**src/rtl/wb_arb_wdog_if.sv**
```systemverilog
// wb_arb_wdog_if: bundle of the arbiter's request/termination inputs and grant outputs.
//   req       : master cyc requests, bit n = master n
//   ack/err/rty : slave termination of the currently granted transfer
//   gnt       : granted master index
//   gnt_valid : bus owned by master gnt
//   abort     : one-cycle forced-error pulse for master gnt
//   to_cnt/to_mst : abort log, present only with WB_ARB_TO_LOG_EN defined
// Modports: master = requester/interconnect side, slave = arbiter side.
interface wb_arb_wdog_if #(
    parameter int unsigned NM = 8,
    parameter int unsigned GW = 3
);
    logic [NM-1:0] req;
    logic          ack;
    logic          err;
    logic          rty;
    logic [GW-1:0] gnt;
    logic          gnt_valid;
    logic          abort;
`ifdef WB_ARB_TO_LOG_EN
    logic [7:0]    to_cnt;
    logic [GW-1:0] to_mst;

    modport master (
        output req, ack, err, rty,
        input  gnt, gnt_valid, abort, to_cnt, to_mst
    );
    modport slave (
        input  req, ack, err, rty,
        output gnt, gnt_valid, abort, to_cnt, to_mst
    );
`else
    modport master (
        output req, ack, err, rty,
        input  gnt, gnt_valid, abort
    );
    modport slave (
        input  req, ack, err, rty,
        output gnt, gnt_valid, abort
    );
`endif
endinterface

```
**src/rtl/wb_arb_wdog.sv**
```systemverilog
// wb_arb_wdog: round-robin Wishbone cyc arbiter with a per-transfer watchdog.
// A grant is held while the owning master keeps cyc asserted. If the granted transfer
// sees no ack/err/rty for TO_CYCLES cycles, abort pulses for one cycle and the bus is
// reclaimed once the master drops cyc.
// Ports:
//   clk   : system clock
//   rst_n : asynchronous active-low reset
//   bus   : wb_arb_wdog_if.slave -- req/ack/err/rty in; gnt/gnt_valid/abort out
//           (all outputs registered)
// Optional: define WB_ARB_TO_LOG_EN to add bus.to_cnt (saturating abort count) and
// bus.to_mst (index of the last aborted master).
module wb_arb_wdog #(
    parameter int unsigned NM        = 8,
    parameter int unsigned GW        = 3,
    parameter int unsigned TO_CYCLES = 255,
    parameter int unsigned TCW       = 8
) (
    input  logic         clk,
    input  logic         rst_n,
    wb_arb_wdog_if.slave bus
);
    typedef enum logic [1:0] {StIdle, StBusy, StAbort, StRelease} state_e;

    state_e         state_q, state_d;
    logic [GW-1:0]  gnt_q, gnt_d;
    logic [GW-1:0]  last_q, last_d;
    logic           gnt_valid_q, gnt_valid_d;
    logic           abort_q, abort_d;
    logic [TCW-1:0] wdog_q, wdog_d;

    logic [NM-1:0]  req_rot;
    logic           pick_found;
    logic [GW-1:0]  pick_idx;
    logic [GW:0]    pick_sum;
    logic           req_gnt;
    logic           term;

    assign term = bus.ack | bus.err | bus.rty;

    // Rotate requests so bit 0 is master last+1; the lowest set bit wins.
    always_comb begin
        req_rot    = NM'({bus.req, bus.req} >> (int'(last_q) + 1));
        pick_found = 1'b0;
        pick_idx   = '0;
        pick_sum   = '0;
        for (int k = NM - 1; k >= 0; k--) begin
            if (req_rot[k]) begin
                pick_found = 1'b1;
                pick_sum   = {1'b0, last_q} + (GW + 1)'(k) + 1'b1;
                if (pick_sum >= (GW + 1)'(NM)) begin
                    pick_sum = pick_sum - (GW + 1)'(NM);
                end
                pick_idx = pick_sum[GW-1:0];
            end
        end
    end

    always_comb begin
        req_gnt = 1'b0;
        for (int i = 0; i < NM; i++) begin
            if (gnt_q == GW'(i)) begin
                req_gnt = bus.req[i];
            end
        end
    end

    always_comb begin
        state_d = state_q;
        gnt_d   = gnt_q;
        last_d  = last_q;
        wdog_d  = wdog_q;
        unique case (state_q)
            StIdle: begin
                if (pick_found) begin
                    state_d = StBusy;
                    gnt_d   = pick_idx;
                    last_d  = pick_idx;
                    wdog_d  = '0;
                end
            end
            StBusy: begin
                if (!req_gnt) begin
                    // Owner gone: hand over directly, or fall back to idle.
                    wdog_d = '0;
                    if (pick_found) begin
                        gnt_d  = pick_idx;
                        last_d = pick_idx;
                    end else begin
                        state_d = StIdle;
                    end
                end else if (term) begin
                    // Termination on the limit cycle still wins over the abort.
                    wdog_d = '0;
                end else if (wdog_q == TCW'(TO_CYCLES - 1)) begin
                    state_d = StAbort;
                end else begin
                    wdog_d = wdog_q + 1'b1;
                end
            end
            StAbort: begin
                wdog_d  = '0;
                state_d = StRelease;
            end
            StRelease: begin
                // Terminations are ignored here; only the owner dropping cyc matters.
                if (!req_gnt) begin
                    wdog_d = '0;
                    if (pick_found) begin
                        state_d = StBusy;
                        gnt_d   = pick_idx;
                        last_d  = pick_idx;
                    end else begin
                        state_d = StIdle;
                    end
                end
            end
        endcase
        gnt_valid_d = (state_d != StIdle);
        abort_d     = (state_d == StAbort);
    end

    always_ff @(posedge clk or negedge rst_n) begin
        if (!rst_n) begin
            state_q     <= StIdle;
            gnt_q       <= '0;
            last_q      <= GW'(NM - 1);
            gnt_valid_q <= 1'b0;
            abort_q     <= 1'b0;
            wdog_q      <= '0;
        end else begin
            state_q     <= state_d;
            gnt_q       <= gnt_d;
            last_q      <= last_d;
            gnt_valid_q <= gnt_valid_d;
            abort_q     <= abort_d;
            wdog_q      <= wdog_d;
        end
    end

    assign bus.gnt       = gnt_q;
    assign bus.gnt_valid = gnt_valid_q;
    assign bus.abort     = abort_q;

`ifdef WB_ARB_TO_LOG_EN
    logic [7:0]    to_cnt_q, to_cnt_d;
    logic [GW-1:0] to_mst_q, to_mst_d;

    // Updated on the edge that enters ABORT so the log is visible during the pulse.
    always_comb begin
        to_cnt_d = to_cnt_q;
        to_mst_d = to_mst_q;
        if (state_d == StAbort) begin
            if (to_cnt_q != 8'hFF) begin
                to_cnt_d = to_cnt_q + 8'd1;
            end
            to_mst_d = gnt_q;
        end
    end

    always_ff @(posedge clk or negedge rst_n) begin
        if (!rst_n) begin
            to_cnt_q <= '0;
            to_mst_q <= '0;
        end else begin
            to_cnt_q <= to_cnt_d;
            to_mst_q <= to_mst_d;
        end
    end

    assign bus.to_cnt = to_cnt_q;
    assign bus.to_mst = to_mst_q;
`endif
endmodule
```
**src/flat_wrapper.sv**
```systemverilog
// flat-port wrapper written by rule: the top's interface ports become plain ports
module wb_arb_wdog_flat 
#(
    parameter int unsigned NM        = 8,
    parameter int unsigned GW        = 3,
    parameter int unsigned TO_CYCLES = 255,
    parameter int unsigned TCW       = 8
)
  (clk, rst_n, bus_req, bus_ack, bus_err, bus_rty, bus_gnt, bus_gnt_valid, bus_abort);
  wb_arb_wdog_if #(.NM(NM), .GW(GW)) bus_i ();
  input  logic clk;
  input  logic rst_n;
  input wire logic [$bits(bus_i.req)-1:0] bus_req;
  input wire logic [$bits(bus_i.ack)-1:0] bus_ack;
  input wire logic [$bits(bus_i.err)-1:0] bus_err;
  input wire logic [$bits(bus_i.rty)-1:0] bus_rty;
  output wire logic [$bits(bus_i.gnt)-1:0] bus_gnt;
  output wire logic [$bits(bus_i.gnt_valid)-1:0] bus_gnt_valid;
  output wire logic [$bits(bus_i.abort)-1:0] bus_abort;
  assign bus_i.req = bus_req;
  assign bus_i.ack = bus_ack;
  assign bus_i.err = bus_err;
  assign bus_i.rty = bus_rty;
  assign bus_gnt = bus_i.gnt;
  assign bus_gnt_valid = bus_i.gnt_valid;
  assign bus_abort = bus_i.abort;
  wb_arb_wdog #(.NM(NM), .GW(GW), .TO_CYCLES(TO_CYCLES), .TCW(TCW)) u_core (.clk(clk), .rst_n(rst_n), .bus(bus_i));
endmodule
```
**config.mk**
```make
export PLATFORM = sky130hd
export DESIGN_NAME = wb_arb_wdog_flat
export DESIGN_NICKNAME = d
export VERILOG_FILES = /design/src/rtl/wb_arb_wdog_if.sv /design/src/rtl/wb_arb_wdog.sv /design/src/flat_wrapper.sv
export SDC_FILE = /design/constraint.sdc
export NUM_CORES = 1
export LEC_CHECK = 0
export CAP_MARGIN = 10
export CELL_PAD_IN_SITES_DETAIL_PLACEMENT = 2
export CELL_PAD_IN_SITES_GLOBAL_PLACEMENT = 2
export CORE_MARGIN = 2
export CORE_UTILIZATION = 40
export CTS_BUF_LIST = sky130_fd_sc_hd__clkbuf_4 sky130_fd_sc_hd__clkbuf_8
export DETAILED_ROUTE_END_ITERATION = 16
export HOLD_SLACK_MARGIN = 0.05
export PLACE_DENSITY_LB_ADDON = 0.2
export SLEW_MARGIN = 20
export SYNTH_ARGS = -nofsm -noshare
export SYNTH_HDL_FRONTEND = slang
export SYNTH_SLANG_ARGS = --single-unit
```
**constraint.sdc**
```tcl
create_clock -name clk -period 4.3 [get_ports clk]
set_clock_uncertainty 0.05 [all_clocks]
set_input_delay 0.86 -clock clk [delete_from_list [all_inputs] [get_ports clk]]
set_output_delay 0.86 -clock clk [all_outputs]
set_load 0.05 [all_outputs]
```
Word-level counts from Yosys, hierarchy flattened:

Cells that the tools add are included.

* output and inout bits: 5
* flip-flop bits (word level): 18
* word-level logic and storage cells: 116
* input bits: 13

* muxes and demuxes: 52
* equal/unequal tests: 16
* reduce and logical (&&, ||, !) cells: 7
* order comparisons: 8
* add/sub/neg operators: 24
* shifts and indexed selects: 1
* bitwise logic cells: 2

Operators with widths (count)
* $mux W3: 20
* $mux W8: 5
* $ge A4 B4 Y1 const B: 8
* $pmux W8 S4: 1
* $shr A16 B32 Y8: 1
* $add A4 B1 Y4 const B: 7
* $sub A3 B1 Y3 const B: 8
* $mux W1: 17
* $add A3 B3 Y4 const B: 4
* $eq A3 B3 Y1 const B: 4
* $mux W2: 6
* $pmux W3 S2: 2
* $add A3 B1 Y4 const B: 2
* $add A3 B2 Y4 const B: 2
* $add A8 B1 Y8 const B: 1
* $eq A8 B8 Y1 const B: 1
* $pmux W2 S4: 1
* $eq A2 B2 Y1 const B: 3
* $eq A3 B2 Y1 const B: 2
* $ne A2 B2 Y1 const B: 2
* $ne A4 B4 Y1 const B: 1
* $reduce_bool A2 Y1: 2
* $eq A3 B1 Y1 const B: 1
* $logic_not A3 Y1: 1
* 7 further kinds: 8

Logic depth before layout (Yosys ltp):

* depth in word-level cells: 15
* mapped depth: 9
* mapped depth without buffers: 8

Least setup slack after synthesis:

Ideal clock, no wire load.

* path type: in2reg
* start point: in bus_req[7]
* end point: reg u_core.gnt_q[1], in the netlist u_core.bus.gnt[1]
* stages: 7
* data arrival time: 2.632 ns
* setup time: 0.126 ns
* path buffers: 1
* path slack: 1.491 ns
* required time: 4.124 ns
* cells stage by stage: clkbuf_1 > mux4_2 > mux2_2 > and3_4 > a2111o_1 > a211oi_2 > a21oi_1

* longest elaborated chain between the ends: 12
* elaborated cells between the ends (all ways): 23
* classes of those cells: eq/ne (1); shift (1); mux (20); reduce/logical (1)

Ends and longest elaborated chain
* start, declared: line flat_wrapper.sv:13 `input wire logic [$bits(bus_i.req)-1:0] bus_req;`
* $shr A16 B32 Y8: line wb_arb_wdog.sv:42 `req_rot = NM'({bus.req, bus.req} >> (int'(last_q) + 1));`
* $mux W3 / $mux W1 (equally long branches) (8 in a row): line wb_arb_wdog.sv:47 `if (req_rot[k]) begin`
* $mux W3: line wb_arb_wdog.sv:74, wb_arb_wdog.sv:85, wb_arb_wdog.sv:108
* $mux W3: line wb_arb_wdog.sv:82 `if (!req_gnt) begin`
* $pmux W3 S2: line wb_arb_wdog.sv:72 `unique case (state_q)`
* end signal, assigned: line wb_arb_wdog.sv:132 `gnt_q <= gnt_d;`
* end, declared: line wb_arb_wdog.sv:25 `logic [GW-1:0] gnt_q, gnt_d;`

Several ways; a longest one is shown, not always the timed one. The select of a mux whose other input is x is not followed.
A chain may end at the register's enable or synchronous reset.

Worst setup path in the final report:

* start point: in bus_req[6]
* end point: reg u_core.gnt_q[0], in the netlist u_core.bus.gnt[0]

The elaborated chain is that of the path after synthesis.

==> out/results.ini <==
[clock_network]
post_cts_resized=0
cts_tree=yes
cts_buffer_depth=2
cts_post_setup_buffers_inserted=0
clk_pin_slew_ns=0.07
cts_buffers=3
cts_sinks=18
insertion_delay_ns=0.25
htreeDepth=1
cts-root-buf=clkbuf_8
hold_buffers=0

[detailed_routing]
wl_per_cell_um=21.1
drtIter0Drc=67
drt-total-wl_mm=5.33
ant_nets=0
avgViaCountPerCell=6.44
remaining_drc_errors=0
drt-pass1-iter-count=4
vias=1630

[floorplan]
dieHeight_um=70.8
core_um2=4320
die_area_um2=5010
io_pins=18
initial_core_util_pct=41.3
num_rows=24
die_w_um=70.8

[worst_setup_path]
cp-start-kind=input port
worst-path-max-fanout=10
worst-r2r-cell-count=6
crit_type=input port to flip-flop
reg2reg_from=u_core.last_q[1]
rr_endpoint=u_core.bus.gnt[0]
worstPathRequired_ns=4.43
cp_data_arrival_time_ns=3.53
regToRegSetupSlack_ns=1.29
end_kind=flip-flop

[logic_synthesis]
ys_seq_area_share_pct=25.4
avgSynthCellArea_um2=9.45
synth-async-reset-ratio_pct=100
yosysWarnings=0
synth_area_um2=1790
synthTopCellsByArea=dfrtp_1, mux4_2, mux2i_1, dfstp_2, mux2_2
synth.top_cell.area_share_pct=21.0
synth-edff-count=0
synth_fp_nets=207
synthCells=189
synth_seq_cells=18
synth_area_leader_cell=dfrtp_1
synth_top_flop_cell=dfrtp_1
synth.distinct_cells=53

[power]
power_leakage_nw=0.774
p_int_uw=735
combPwrFrac_pct=66.2
power.share.switching_pct=48.6
seqPwrFrac_pct=24.1
power.total_mw=1.43
powerDensity_nw_per_um2=707
ir_drop_mv=0.274
netSwitchingPower_uw=696
clockPowerShare_pct=9.7

[layout]
antenna_cells=0
synthToLayoutAreaGrowth_pct=13.3
layout_common_cells=nor2_1, clkdlybuf4s50_1, o21ai_0, dfrtp_1
fillers=480
layout_commonest_cell=nor2_1
drive_above_1_share_pct=15.9
nets=220

[global_route]
grt_pass1_vias=1828
grt_start_max_net_pins=23
grt_antenna_before_repair=0
grt_util_all_layers_pct=22.4
grt_pass1_wl_mm=9.05
grt_overflow_total=0

[timing]
fmax_mhz=294
rsz0062_at_grt=false
fin_setup_tns_ns=0
hold_violations=0
worst_slew_pin_slew_ns=0.845
fin_crit_sh_pct=79.1
report.final.slew_viol_count=0
fin_crit_ns=3.40
setup_viol=0
fin_hold_ws_ns=0.459
setup_ws_ns=0.901
max_slew_margin_pct=43.5

[hold_path]
holdPathEnd=u_core.wdog_q[7]
worstHoldStart=u_core.wdog_q[7]
worst_hold_path.num_cells=1
min_path_type=flip-flop to flip-flop

[place]
portBuffers=17
place.gp.congestion=0.850
hpwlAfterDp_mm=4.03
dp_slack_ns=0.670

[job]
maxCapViolations=0

[outcome]
outcome=finished, final reports clean

per-layer routing:
metal	global-route usage, %	routed length, um	vias to the layer above
li1	-	-	753
met1	26.3	2260	851
met2	42.4	2910	17
met3	1.57	61	9
met4	8.39	97	0
met5	0	0	-
per-stage QoR:
stage	utilization, %	cells	area [um^2]
after floorplan	-	189	1790
after global placement	45.5	249	1970
after detailed placement	45.5	249	1970
after CTS	46.8	253	2020
after global routing	46.8	253	2020
final	46.8	253	2020
power by group through the flow:
| stage | sequential [mW] | combinational, mW | clock [mW] |
|---|---|---|---|
| global route | 0.362 | 1.04 | 0.148 |
| floorplan | 0.296 | 0.774 | 0 |
| detailed placement | 0.352 | 0.942 | 0 |
| finish | 0.345 | 0.946 | 0.139 |
| CTS | 0.348 | 0.949 | 0.143 |
| global placement | 0.344 | 0.908 | 0 |
flip-flops by register name, summed over array words and instances (netlist names):
register / cells
u_core.bus.abort: 1
u_core.bus.gnt: 3
u_core.bus.gnt_valid: 1
u_core.last_q: 3
u_core.state_q: 2
u_core.wdog_q: 8
kinds of logic (layout without fill, tap and decap cells):
kind of cell	Yosys count	count (layout)	share of synthesized area [%]
AO/OA/AOI/OAI	50	50	19.1
XOR/XNOR	1	1	0.491
adder cells (fa/ha/maj)	5	5	3.50
buffers and inverters	15	27	4.20
flip-flops	18	18	25.4
multiplexers	32	32	28.0
AND/OR/NAND/NOR	68	68	19.3
critical path, cell delays in order:
cell,delay (ns)
clkdlybuf4s50_1,0.64
mux4_2,0.59
mux2i_2,0.43
o31ai_1,0.16
a31oi_1,0.33
mux2_1,0.36
a21oi_1,0.16
synthesized netlist by cell type, drive strengths merged (5+ instances only):
cell and count:
a21oi 7, buf 5, dfrtp 15, ha 5
inv 6, mux2 8, mux2i 11, mux4 13
nand2 12, nand3 8, nor2 19, nor3 5
o21ai 18
final cells by class:
class	count	area, um^2	share of cell area, %
Multi-Input combinational cell	156	1260	62.1
Inverter	6	22.5	1.11
Clock buffer	4	55.1	2.72
Sequential cell	18	454	22.4
Tap cell	52	65.1	3.22
Timing Repair Buffer	17	170	8.41
worst max path at each step:
stage                          start           endpoint  slack (ns)
after floorplan           bus_req[7]  u_core.bus.gnt[1]        1.49
after global placement    bus_req[5]  u_core.bus.gnt[0]        0.81
after detailed placement  bus_req[6]  u_core.bus.gnt[0]        0.67
after CTS                 bus_req[6]  u_core.bus.gnt[0]        0.90
after global routing      bus_req[6]  u_core.bus.gnt[0]        0.74
final                     bus_req[6]  u_core.bus.gnt[0]        0.90
No activity file was read; power rests on OpenSTA's default activity.
